## src/rtl/uart_pkg.sv

```systemverilog
// Shared UART definitions: frame FSM states, data width and baud divider helpers.
package uart_pkg;

   localparam int unsigned DATA_BITS = 8;

   typedef enum logic [1:0] {
      StIdle,
      StStart,
      StData,
      StStop
   } uart_state_e;

   // Clock cycles per serial bit; truncating division.
   function automatic int unsigned calc_div(input int unsigned clkrate,
                                            input int unsigned baudrate);
      return clkrate / baudrate;
   endfunction

   // Width of a counter that runs 0..div-1.
   function automatic int unsigned cnt_width(input int unsigned div);
      return (div > 1) ? $clog2(div) : 1;
   endfunction

endpackage

```

## src/rtl/uart_fifo.sv

```systemverilog
// Small power-of-two FIFO with a combinational head output.
module uart_fifo #(
   parameter int unsigned DEPTH = 4,
   parameter int unsigned WIDTH = 8
) (
   input  logic                   osc,
   input  logic                   rst,
   input  logic                   push,
   input  logic [WIDTH-1:0]       din,
   input  logic                   pop,
   output logic [WIDTH-1:0]       dout,
   output logic                   full,
   output logic                   empty,
   output logic [$clog2(DEPTH):0] count
);

   localparam int unsigned PW = $clog2(DEPTH);
   localparam logic [PW:0] FULL_COUNT = (PW + 1)'(DEPTH);

   if (DEPTH < 2 || (DEPTH & (DEPTH - 1)) != 0) begin : gen_depth_check
      $error("uart_fifo: DEPTH must be a power of 2 and >= 2");
   end

   logic [WIDTH-1:0] mem_q [DEPTH];
   logic [PW-1:0]    wr_ptr_q;
   logic [PW-1:0]    rd_ptr_q;
   logic [PW:0]      count_q;

   // Storage has no reset; the count alone decides which entries are live.
   always_ff @(posedge osc) begin
      if (push) mem_q[wr_ptr_q] <= din;
   end

   // Pointer and occupancy bookkeeping; pointers wrap naturally at DEPTH.
   always_ff @(posedge osc or posedge rst) begin
      if (rst) begin
         wr_ptr_q <= '0;
         rd_ptr_q <= '0;
         count_q  <= '0;
      end else begin
         if (push) wr_ptr_q <= wr_ptr_q + 1'b1;
         if (pop)  rd_ptr_q <= rd_ptr_q + 1'b1;
         case ({push, pop})
            2'b10:   count_q <= count_q + 1'b1;
            2'b01:   count_q <= count_q - 1'b1;
            default: count_q <= count_q;
         endcase
      end
   end

   assign dout  = mem_q[rd_ptr_q];
   assign full  = (count_q == FULL_COUNT);
   assign empty = (count_q == '0);
   assign count = count_q;

endmodule

```

## src/rtl/uart_tx.sv

```systemverilog
// 8N1 serial transmitter fed by a valid/ready FIFO; shifts bytes out LSB-first.
module uart_tx
   import uart_pkg::*;
#(
   parameter int unsigned CLKRATE  = 12_000_000,
   parameter int unsigned BAUDRATE = 9600,
   parameter int unsigned DEPTH    = 4
) (
   input  logic       osc,
   input  logic       rst,
   input  logic [7:0] data,
   input  logic       valid,
   output logic       ready,
   output logic       tx,
   output logic       busy
);

   localparam int unsigned DIV  = calc_div(CLKRATE, BAUDRATE);
   localparam int unsigned CW   = cnt_width(DIV);
   localparam int unsigned BW   = $clog2(DATA_BITS);
   localparam logic [CW-1:0] DIV_LAST = CW'(DIV - 1);
   localparam logic [BW-1:0] LAST_BIT = BW'(DATA_BITS - 1);

   if (DIV < 2) begin : gen_div_check
      $error("uart_tx: CLKRATE/BAUDRATE must be >= 2");
   end

   uart_state_e           state_q;
   logic [CW-1:0]         baud_q;
   logic [BW-1:0]         bit_q;
   logic [DATA_BITS-1:0]  shift_q;
   logic                  tx_q;
   logic                  busy_q;

   logic                  fifo_push;
   logic                  fifo_pop;
   logic                  fifo_full;
   logic                  fifo_empty;
   logic [7:0]            fifo_dout;
   logic [$clog2(DEPTH):0] fifo_count;
   logic                  bit_end;

   assign bit_end   = (baud_q == DIV_LAST);
   assign fifo_push = valid && !fifo_full;
   // Pop from idle, or on the last stop cycle so back-to-back frames have no gap.
   assign fifo_pop  = !fifo_empty &&
                      ((state_q == StIdle) || ((state_q == StStop) && bit_end));

   uart_fifo #(
      .DEPTH (DEPTH),
      .WIDTH (8)
   ) u_fifo (
      .osc   (osc),
      .rst   (rst),
      .push  (fifo_push),
      .din   (data),
      .pop   (fifo_pop),
      .dout  (fifo_dout),
      .full  (fifo_full),
      .empty (fifo_empty),
      .count (fifo_count)
   );

   // Frame sequencer; tx follows the state one cycle later, so every level lasts DIV cycles.
   always_ff @(posedge osc or posedge rst) begin
      if (rst) begin
         state_q <= StIdle;
         baud_q  <= '0;
         bit_q   <= '0;
         shift_q <= '0;
         tx_q    <= 1'b1;
         busy_q  <= 1'b0;
      end else begin
         busy_q <= (state_q != StIdle) || (fifo_count != '0);
         case (state_q)
            StIdle: begin
               tx_q <= 1'b1;
               if (!fifo_empty) begin
                  shift_q <= fifo_dout;
                  baud_q  <= '0;
                  state_q <= StStart;
               end
            end
            StStart: begin
               tx_q <= 1'b0;
               if (bit_end) begin
                  baud_q  <= '0;
                  bit_q   <= '0;
                  state_q <= StData;
               end else begin
                  baud_q <= baud_q + 1'b1;
               end
            end
            StData: begin
               tx_q <= shift_q[0];
               if (bit_end) begin
                  baud_q  <= '0;
                  shift_q <= shift_q >> 1;
                  if (bit_q == LAST_BIT) state_q <= StStop;
                  else                   bit_q   <= bit_q + 1'b1;
               end else begin
                  baud_q <= baud_q + 1'b1;
               end
            end
            StStop: begin
               tx_q <= 1'b1;
               if (bit_end) begin
                  baud_q <= '0;
                  if (!fifo_empty) begin
                     shift_q <= fifo_dout;
                     state_q <= StStart;
                  end else begin
                     state_q <= StIdle;
                  end
               end else begin
                  baud_q <= baud_q + 1'b1;
               end
            end
            default: state_q <= StIdle;
         endcase
      end
   end

   assign ready = !fifo_full;
   assign tx    = tx_q;
   assign busy  = busy_q;

endmodule

```

## config.mk

```make
export PLATFORM = sky130hd
export DESIGN_NAME = uart_tx
export DESIGN_NICKNAME = d
export VERILOG_FILES = /design/src/rtl/uart_pkg.sv /design/src/rtl/uart_fifo.sv /design/src/rtl/uart_tx.sv
export SDC_FILE = /design/constraint.sdc
export NUM_CORES = 1
export LEC_CHECK = 0
export CORE_MARGIN = 5
export CORE_UTILIZATION = 54
export DETAILED_ROUTE_END_ITERATION = 16
export PLACE_DENSITY = 0.75
export RECOVER_POWER = 25
export SLEW_MARGIN = 20
export SYNTH_ARGS = -nofsm -noshare
export SYNTH_HDL_FRONTEND = slang
export SYNTH_HIERARCHICAL = 1
export SYNTH_SLANG_ARGS = --single-unit
export TNS_END_PERCENT = 10
```

## constraint.sdc

```tcl
create_clock -name osc -period 2.2 [get_ports osc]
set_input_delay 0.55 -clock osc [delete_from_list [all_inputs] [get_ports osc]]
set_output_delay 0.55 -clock osc [all_outputs]
set_load 0.01 [all_outputs]
```

==> results of run 1 <==
[registers in the layout (all words and copies together), names as in the netlist, 2 cells and up]
signal and cells:
u_fifo/mem_q 32, bit_q 3, shift_q 8, u_fifo/wr_ptr_q 2, u_fifo/rd_ptr_q 2, baud_q 11
state_q 2, u_fifo/count 3
[logic make-up after synthesis]
kind of cell               count (synthesis)  synth area share (%)
muxes                                     25                 12.86
xor gates and xnor gates                  12                 3.377
DFF                                       65                 57.44
AOI/OAI and AO/OA                         22                 5.868
and+or+nand+nor                           57                 10.25
adders and majority gates                 15                 6.270
buffers and inverters                     22                 3.939
[cell usage after synthesis (2+ instances only)]
master,count,area (um^2)
dfrtp_1,32,800.8
nor3_1,5,25.02
and2_1,6,37.54
mux4_2,8,180.2
xor2_1,9,78.83
ha_1,14,175.2
nor2b_1,3,18.77
inv_1,14,52.55
mux2_4,8,120.1
nand3_1,3,15.01
and3_2,3,22.52
and3_1,7,43.79
edfxtp_1,32,960.9
buf_2,2,10.01
nand2_1,9,33.78
o21ai_0,3,15.01
buf_6,5,56.30
mux2_2,8,90.09
a211oi_1,2,15.01
a21oi_1,4,20.02
xnor2_1,3,26.28
nand4_1,3,18.77
nor2_1,11,41.29
o21a_1,2,15.01
[final cells by class]
| type | count | area (um^2) |
|---|---|---|
| fill | 421 | 1864 |
| sequential | 65 | 1788 |
| multi-input combinational | 131 | 1219 |
| timing repair buffer | 33 | 317.8 |
| clock buffer | 9 | 123.9 |
| tap | 72 | 90.09 |
| clock inverter | 7 | 85.08 |
| inverter | 14 | 52.55 |
[through the flow]
stage | instances | util, % | instance area (um^2) | setup TNS, ns
4_1_cts | 331 | 66.35 | 3676 | -0.06955
5_1_grt | 331 | 66.35 | 3676 | -0.1444
2_1_floorplan | 218 | - | 3124 | -0.07327
3_3_place_gp | 315 | 62.49 | 3462 | 0
6_report | 331 | 66.35 | 3676 | -0.03814
3_5_place_dp | 315 | 62.49 | 3462 | -0.09255
[path summary, 6_finish.rpt]
check | start | end | slack, ns | cells past startpoint
min in group asynchronous | rst | u_fifo/rd_ptr_q[1]$_DFFE_PP0P_ | 0.60 | 2
worst max register to register | baud_q[1]$_DFFE_PP0P_ | u_fifo/count[2]$_DFFE_PP0P_ | -0.04 | 12
worst max-delay path | baud_q[1]$_DFFE_PP0P_ | u_fifo/count[2]$_DFFE_PP0P_ | -0.04 | 12
worst min-delay path | shift_q[3]$_DFFE_PP0P_ | shift_q[3]$_DFFE_PP0P_ | 0.51 | 1
worst min register to register | shift_q[3]$_DFFE_PP0P_ | shift_q[3]$_DFFE_PP0P_ | 0.51 | 1
max in group asynchronous | rst | baud_q[4]$_DFFE_PP0P_ | 0.91 | 3
[worst max-delay path, cell delays in order (launching register included)]
cell and delay [ns]:
dfrtp_1 0.39, inv_1 0.07, ha_1 0.13, and4bb_1 0.20, and3_4 0.19, a21oi_2 0.06, nor2_2 0.13, ha_2 0.21
inv_2 0.04, fa_2 0.32, xor2_1 0.15, nor2_1 0.11, xor2_1 0.16
[repair_timing]
item	CTS	global route
gates resized for setup	1	1
hold buffers	0	0
pin swaps	5	1
setup endpoints to repair	1	3
[placed cells by master (no fill, tap or decap), drive strengths merged, types with 4 or more instances in the layout]
cell type / Yosys / routed
clkbuf: 1 / 10
mux2: 16 / 16
nor3: 5 / 5
inv: 14 / 18
ha: 14 / 14
xor2: 9 / 9
nand2: 9 / 9
nor2: 11 / 11
and2: 6 / 6
buf: 7 / 19
a21oi: 4 / 4
clkdlybuf4s50: 0 / 9
dfrtp: 32 / 32
and3: 10 / 10
o21ai: 4 / 4
mux4: 8 / 8
edfxtp: 32 / 32
[report_power, final]
group	internal (uW)	total, uW	switching (uW)
clock	547	1070	519
sequential	1640	1840	201
combinational	1120	2030	903
[per-layer routing]
metal / GRT usage, % / vias to the layer above / part of all wire, %
met1: 20.01 / 886 / 45
met5: 0 / - / 0
met3: 5.187 / 4 / 3.5
met4: 5.612 / 0 / 0.96
met2: 26.84 / 20 / 50
li1: - / 873 / -
==> flow_summary_export.csv, run 1 <==
group,metric,value,unit
detailed_routing,wl_per_cell,15.78,um
power,p_total,4933,uW
synth,synth_edf_count,32,
floorplanning,core_area,5540,um^2
clocking,cts_max_level,3,
timing,rsz0062_at_grt,"yes",
clocking,root_buffer,"clkbuf_8",
timing,worst_slack,-0.03814,ns
finish,layout.nets,280,
timing,clock-skew-final,0.01841,ns
global_routing,grt_max_degree,27,
floorplanning,die_area,7383,um^2
global_routing,grt_pass1_vias,1881,
synth,synth_area_per_cell,14.28,um^2
timing,drv_slew,0,
worst_setup_path,crit_arrival,2.50,ns
detailed_routing,vias_per_cell,5.387,
synth,synth_seq_cells,65,
global_routing,grt_pass1_wl,9.059,mm
floorplanning,ios,14,
floorplanning,rows,27,
synth,async_reset_ff_share,50.77,%
global_routing,grt_use_total,16.22,%
worst_setup_path,cp-end-kind,"flop",
clocking,path_clk_slew,0.08,ns
detailed_routing,ant_nets,0,
global_routing,grt.overflow.total,0,
worst_setup_path,cp.required,2.46,ns
timing,whs,0.5148,ns
synth,ys_seq_area_share,57.44,%
synth,ys.flop_type,"edfxtp_1",
detailed_routing,drt_iter0_markers,44,
clocking,cts_buffers,9,
timing,fin_crit,2.238,ns
detailed_routing,firstDrtPassIters,4,
worst_setup_path,path_class,"flop to flop",
timing,slew-limit-headroom,55.50,%
power,powerDensity,1342,nW/um^2
synth,synth_nets,244,
power,p_leak,0.001564,uW
timing,fin_crit_sh,101.7,%
clocking,clk_latency,0.35,ns
timing,hold_viol_final,0,
placement,dp_slack,-0.09255,ns
detailed_routing,vias,1783,
placement,place_congestion,0.7926,
clocking,clockBufferDepth,2,
worst_setup_path,cp-start-kind,"flop",
detailed_routing,drc_errors,0,
timing,worst_pin_slew,0.6675,ns
job,cap_violations,0,
timing,setup_viol,1,
floorplanning,die_w,85.93,um
clocking,cts_sinks,65,
finish,drive_gt1_share,29.73,%
clocking,cts_tree,"done",
finish,diodes,0,
placement,portBuffers,13,
run_status,status,"complete, but fails checks",
floorplanning,die_y,85.93,um
power,worst_ir_drop_vdd,0.0007583,V
synth,syn_area,3113,um^2
floorplanning,initial_core_util,56.19,%
worst_setup_path,cp_max_fo,2,
synth,ys_types,46,
run_status,violations,"setup timing",
placement,dp_hpwl,3.644,mm
finish,area_growth,18.09,%
synth,synth-warning-count,6,
detailed_routing,drt-total-wl,5.224,mm
timing,fmax,446.8,MHz
global_routing,antenna_found_initial,0,
hold_path,hp-class,"flop to flop",
synth,netlist_instances,218,
clocking,cts_setup_buffers,0,
(Power assumes the default switching activity.)
==> run 2: changes to the inputs <==
--- a/config.mk
+++ b/config.mk
@@ -8,6 +8,7 @@
 export CORE_MARGIN = 5
 export CORE_UTILIZATION = 54
 export DETAILED_ROUTE_END_ITERATION = 16
+export MAX_ROUTING_LAYER = met4
 export PLACE_DENSITY = 0.75
 export RECOVER_POWER = 25
 export SLEW_MARGIN = 20
==> constraint.sdc (replaced) <==
create_clock -name osc -period 1.95 [get_ports osc]
set_input_delay 0.4875 -clock osc [delete_from_list [all_inputs] [get_ports osc]]
set_output_delay 0.4875 -clock osc [all_outputs]
set_load 0.01 [all_outputs]
==> run 2 against run 1 <==
The flow still finishes with violations (setup timing). Final area grew 4.9%. Clock-buffer cell count unchanged. Sequential power grew 12%. Sequential share of layout area is 2.3 points lower. Critical path depth unchanged.
==> flow_summary_export.csv, run 2 (synthesis results as in run 1) <==
group,metric,value,unit
floorplanning,die_area,7383,um^2
finish,area_growth,23.91,%
worst_setup_path,cp.required,2.23,ns
timing,slew-limit-headroom,71.70,%
floorplanning,die_y,85.93,um
worst_setup_path,ff2ff_setup_slack,-0.17,ns
timing,worst_slack,-0.1749,ns
global_routing,grt_max_degree,27,
timing,drv_slew,0,
timing,fmax,470.6,MHz
placement,portBuffers,13,
clocking,root_buffer,"clkbuf_8",
floorplanning,ios,14,
timing,setup_viol,2,
detailed_routing,vias_per_cell,5.381,
clocking,cts_buffers,9,
finish,reg_top3,"u_fifo/mem_q (32), baud_q (11), shift_q (8)",
power,worst_ir_drop_vdd,0.001066,V
worst_setup_path,cp-start-kind,"flop",
worst_setup_path,r2r-end,"u_fifo/count[2]$_DFFE_PP0P_",
timing,whs,0.5115,ns
finish,fin_util,69.63,%
hold_path,hp-start,"shift_q[1]$_DFFE_PP0P_",
detailed_routing,vias,1851,
hold_path,hold_depth,1,
power,p_leak,0.001651,uW
worst_setup_path,reg2regPathDepth,12,
clocking,hold_buffers,0,
timing,clock-skew-final,0.007975,ns
hold_path,hp-class,"flop to flop",
timing,fin_crit,2.125,ns
worst_setup_path,cp-end-kind,"flop",
timing,rsz0062_at_grt,"yes",
worst_setup_path,path_class,"flop to flop",
finish,layout.nets,293,
finish,diodes,0,
placement,place_inst,327,
finish,instances_no_fill,344,
detailed_routing,drc_errors,0,
floorplanning,core_area,5540,um^2
global_routing,grt_pass1_wl,9.052,mm
power,powerDensity,1542,nW/um^2
clocking,cts_tree,"done",
worst_setup_path,crit_arrival,2.40,ns
detailed_routing,drt-total-wl,5.220,mm
global_routing,grt_pass1_vias,1942,
global_routing,grt.overflow.total,0,
finish,mostFrequentLayoutCells,"dfrtp_1, edfxtp_1, buf_4, inv_1, ha_1",
timing,hold_viol_final,0,
placement,dp_slack,-0.3110,ns
placement,place_area,3590,um^2
finish,fin_area,3857,um^2
clocking,cts_sinks,65,
detailed_routing,wl_per_cell,15.17,um
clocking,clockBufferDepth,2,
run_status,violations,"setup timing",
timing,worst_pin_slew,0.4213,ns
clocking,clk_latency,0.35,ns
clocking,path_clk_slew,0.08,ns
run_status,status,"complete, but fails checks",
global_routing,antenna_found_initial,0,
finish,largest_reg_flops,32,
job,cap_violations,0,
worst_setup_path,cp_max_fo,2,
placement,dp_hpwl,3.749,mm
hold_path,holdPathEnd,"shift_q[1]$_DFFE_PP0P_",
clocking,cts_max_level,3,
timing,fin_crit_sh,109.0,%
finish,max_flop_register,"u_fifo/mem_q",
detailed_routing,firstDrtPassIters,4,
worst_setup_path,reg2reg_from,"baud_q[1]$_DFFE_PP0P_",
floorplanning,initial_core_util,56.19,%
floorplanning,die_w,85.93,um
placement,place_congestion,0.8362,
detailed_routing,ant_nets,0,
global_routing,grt_use_total,16.46,%
finish,drive_gt1_share,33.46,%
detailed_routing,drt_iter0_markers,59,
floorplanning,rows,27,
run 2: through the flow:
step | TNS, ns | total power (uW)
global placement | -0.2702 | 4526
global route | -0.7054 | 6332
floorplan | -0.5072 | 3820
finish | -0.2170 | 5949
detailed placement | -0.4592 | 4633
CTS | -0.3042 | 6015
run 2: worst max path at each step:
| stage | cells past startpoint | to | slack (ns) | startpoint |
|---|---|---|---|---|
| 2_1_floorplan | 13 | u_fifo/count[2]$_DFFE_PP0P_ | -0.32 | baud_q[1]$_DFFE_PP0P_ |
| 3_3_place_gp | 12 | u_fifo/count[2]$_DFFE_PP0P_ | -0.21 | baud_q[1]$_DFFE_PP0P_ |
| 3_5_place_dp | 12 | u_fifo/count[2]$_DFFE_PP0P_ | -0.31 | baud_q[1]$_DFFE_PP0P_ |
| 4_1_cts | 12 | u_fifo/count[2]$_DFFE_PP0P_ | -0.20 | baud_q[1]$_DFFE_PP0P_ |
| 5_1_grt | 12 | u_fifo/count[2]$_DFFE_PP0P_ | -0.29 | baud_q[1]$_DFFE_PP0P_ |
| 6_report | 12 | u_fifo/count[2]$_DFFE_PP0P_ | -0.17 | baud_q[1]$_DFFE_PP0P_ |
run 2: per-layer routing:
metal | vias up | routed length [um] | track usage (%)
li1 | 902 | - | -
met1 | 902 | 2286 | 20.37
met2 | 37 | 2656 | 26.07
met3 | 10 | 206 | 4.707
met4 | 0 | 70 | 5.468
met5 | - | 0 | -
run 2: timing repair:
action / CTS / global route
cloned: 0 / 0
endpoints found under the setup margin: 3 / 13
buffers inserted: 1 / 0
pin swaps: 7 / 1
gates resized for setup: 5 / 1
run 2: final cells by class:
class	instances	area, um^2
sequential	65	1788
clock buffer	9	123.9
multi-input combinational	131	1244
clock inverter	7	107.6
inverter	14	52.55
timing repair buffer	46	451.7
tap	72	90.09
fill	379	1683
run 2: critical path, stage by stage, from the launching register on:
cell and delay (ns):
dfrtp_1 0.38, inv_1 0.06, ha_1 0.12, and4bb_1 0.20
and3_4 0.20, a21oi_4 0.06, nor2_4 0.12, ha_4 0.15
inv_2 0.03, fa_2 0.32, xor2_1 0.14, nor2_1 0.13
xor2_1 0.15
run 2: power breakdown:
group | switching (uW) | internal [uW] | total, uW
combinational | 1110 | 1460 | 2570
clock | 568 | 745 | 1310
sequential | 218 | 1850 | 2070
==> run 3: changes to the inputs <==
--- a/config.mk
+++ b/config.mk
@@ -5,10 +5,10 @@
 export SDC_FILE = /design/constraint.sdc
 export NUM_CORES = 1
 export LEC_CHECK = 0
+export CORE_ASPECT_RATIO = 0.75
 export CORE_MARGIN = 5
 export CORE_UTILIZATION = 54
 export DETAILED_ROUTE_END_ITERATION = 16
-export MAX_ROUTING_LAYER = met4
 export PLACE_DENSITY = 0.75
 export RECOVER_POWER = 25
 export SLEW_MARGIN = 20
==> run 3 against run 2 <==
The run still ends with setup timing left. Worst setup slack got worse by 0.042 ns. Combinational power decreased by 2%. Hold slack worse by 0.070 ns. Die area grew 0.22%. Non-clock buffer count rose by 4. Critical endpoint unchanged. Largest cell class unchanged.
==> flow_summary_export.csv, run 3 (synthesis results as in run 1) <==
group,metric,value,unit
finish,layout.nets,297,
placement,place_area,3570,um^2
worst_setup_path,cp_max_fo,2,
power,p_leak,0.001644,uW
clocking,root_buffer,"clkbuf_8",
timing,worst_pin_slew,0.3969,ns
floorplanning,die_w,97.67,um
clocking,cts_sinks,65,
job,cap_violations,0,
worst_setup_path,path_class,"flop to flop",
timing,fin_crit_sh,111.1,%
finish,fin_area,3796,um^2
finish,final_common_cell,"buf_4",
clocking,cts_tree,"done",
global_routing,grt.overflow.total,0,
global_routing,antenna_found_initial,0,
detailed_routing,vias,1890,
clocking,path_clk_slew,0.08,ns
placement,dp_slack,-0.2583,ns
power,worst_ir_drop_vdd,0.0008431,V
timing,setup_tns,-0.3314,ns
global_routing,grt_use_total,16.47,%
placement,place_congestion,0.8225,
worst_setup_path,reg2reg_from,"baud_q[1]$_DFFE_PP0P_",
worst_setup_path,cp.required,2.22,ns
worst_setup_path,reg2regPathDepth,12,
floorplanning,ios,14,
timing,fin_crit,2.167,ns
clocking,clk_latency,0.34,ns
finish,diodes,0,
finish,max_flop_register,"u_fifo/mem_q",
worst_setup_path,r2r-end,"u_fifo/count[2]$_DFFE_PP0P_",
finish,area_growth,21.95,%
worst_setup_path,crit_arrival,2.44,ns
placement,portBuffers,13,
detailed_routing,firstDrtPassIters,4,
floorplanning,rows,24,
timing,rsz0062_at_grt,"yes",
power,powerDensity,1524,nW/um^2
worst_setup_path,cp_slowest_cell,"dfrtp_1",
global_routing,grt_pass1_wl,9.142,mm
floorplanning,die_area,7399,um^2
worst_setup_path,cp-start-kind,"flop",
floorplanning,core_area,5705,um^2
finish,reg_top3,"u_fifo/mem_q (32), baud_q (11), shift_q (8)",
floorplanning,initial_core_util,54.56,%
worst_setup_path,path_cells,"inv_1, ha_1, and4bb_1, and3_4, a21oi_2, nor2_2, ha_2, inv_2, fa_2, xor2_1, nor2_1, xor2_1",
timing,hold_viol_final,0,
clocking,cts_buffers,9,
detailed_routing,drt_iter0_markers,79,
detailed_routing,drc_errors,0,
global_routing,grt_max_degree,26,
clocking,hold_buffers,0,
timing,setup_viol,2,
finish,mostFrequentLayoutCells,"buf_4, dfrtp_1, edfxtp_1, inv_1, ha_1",
hold_path,hp-class,"input port to async pin",
worst_setup_path,cp-end-kind,"flop",
clocking,cts_max_level,3,
clocking,clockBufferDepth,2,
worst_setup_path,ff2ff_setup_slack,-0.22,ns
global_routing,grt_pass1_vias,1882,
run_status,status,"complete, but fails checks",
timing,whs,0.4412,ns
finish,largest_reg_flops,32,
timing,slew-limit-headroom,73.54,%
detailed_routing,drt-total-wl,5.534,mm
floorplanning,die_y,75.76,um
timing,drv_slew,0,
detailed_routing,ant_nets,0,
timing,clock-skew-final,0.003896,ns
placement,dp_hpwl,4.020,mm
finish,instances_no_fill,354,
detailed_routing,vias_per_cell,5.339,
run_status,violations,"setup timing",
finish,drive_gt1_share,34.06,%
timing,fmax,461.4,MHz
timing,worst_slack,-0.2173,ns
detailed_routing,wl_per_cell,15.63,um
placement,place_inst,336,
worst_setup_path,slowest_delay,0.38,ns
worst_setup_path,crit_top_cell,"xor2_1",
## run 3: cell count changes in the layout (fill, tap and decap cells not counted), sizes merged
cell,previous run,this run
buf,33,37
bufinv,2,1
clkinv,0,1
## run 3: worst max-delay path by stage
stage	startpoint	endpoint	slack (ns)
6_report	baud_q[1]$_DFFE_PP0P_	u_fifo/count[2]$_DFFE_PP0P_	-0.22
5_1_grt	baud_q[1]$_DFFE_PP0P_	u_fifo/count[2]$_DFFE_PP0P_	-0.36
4_1_cts	baud_q[1]$_DFFE_PP0P_	u_fifo/count[2]$_DFFE_PP0P_	-0.24
3_5_place_dp	baud_q[1]$_DFFE_PP0P_	u_fifo/count[2]$_DFFE_PP0P_	-0.26
3_3_place_gp	baud_q[1]$_DFFE_PP0P_	u_fifo/count[2]$_DFFE_PP0P_	-0.21
2_1_floorplan	baud_q[1]$_DFFE_PP0P_	u_fifo/count[2]$_DFFE_PP0P_	-0.32
## run 3: area by class of cell
cell class,count,area (um^2)
multi-input combinational,131,1219
sequential,65,1788
inverter,14,52.55
fill,401,1909
timing repair buffer,50,431.7
clock inverter,7,83.83
clock buffer,9,123.9
tap,78,97.59
## run 3: per-stage QoR
step / total power, uW / utilization (%)
global route: 6128 / 66.54
floorplan: 3820 / -
global placement: 4488 / 62.57
finish: 5787 / 66.54
CTS: 5841 / 66.54
detailed placement: 4597 / 62.57
## run 3: routing by layer
| layer | share of wire, % | vias up | GRT usage [%] |
|---|---|---|---|
| li1 | - | 908 | - |
| met1 | 47 | 941 | 21.36 |
| met2 | 48 | 35 | 27.11 |
| met3 | 4.3 | 6 | 5.306 |
| met4 | 0.98 | 0 | 5.069 |
| met5 | 0 | - | 0 |
## run 3: power breakdown
| group | switching (uW) | total [uW] | internal, uW |
|---|---|---|---|
| Combinational | 1100 | 2520 | 1420 |
| Sequential | 224 | 2080 | 1850 |
| Clock | 575 | 1190 | 614 |
## run 3: critical path, delay by kind of cell (launching register included)
| family | cells | cell delay, ns |
|---|---|---|
| fa+ha+maj | 3 | 0.64 |
| compound gates | 1 | 0.07 |
| xor+xnor | 2 | 0.29 |
| flops | 1 | 0.38 |
| buf+inv | 2 | 0.09 |
| simple gates | 4 | 0.62 |
## run 3: what timing repair did
item | in CTS | in global routing
setup endpoints to repair | 3 | 12
resized for setup | 2 | 0
hold endpoints to repair | 0 | 0
setup buffers | 2 | 0
pin swaps | 6 | 2
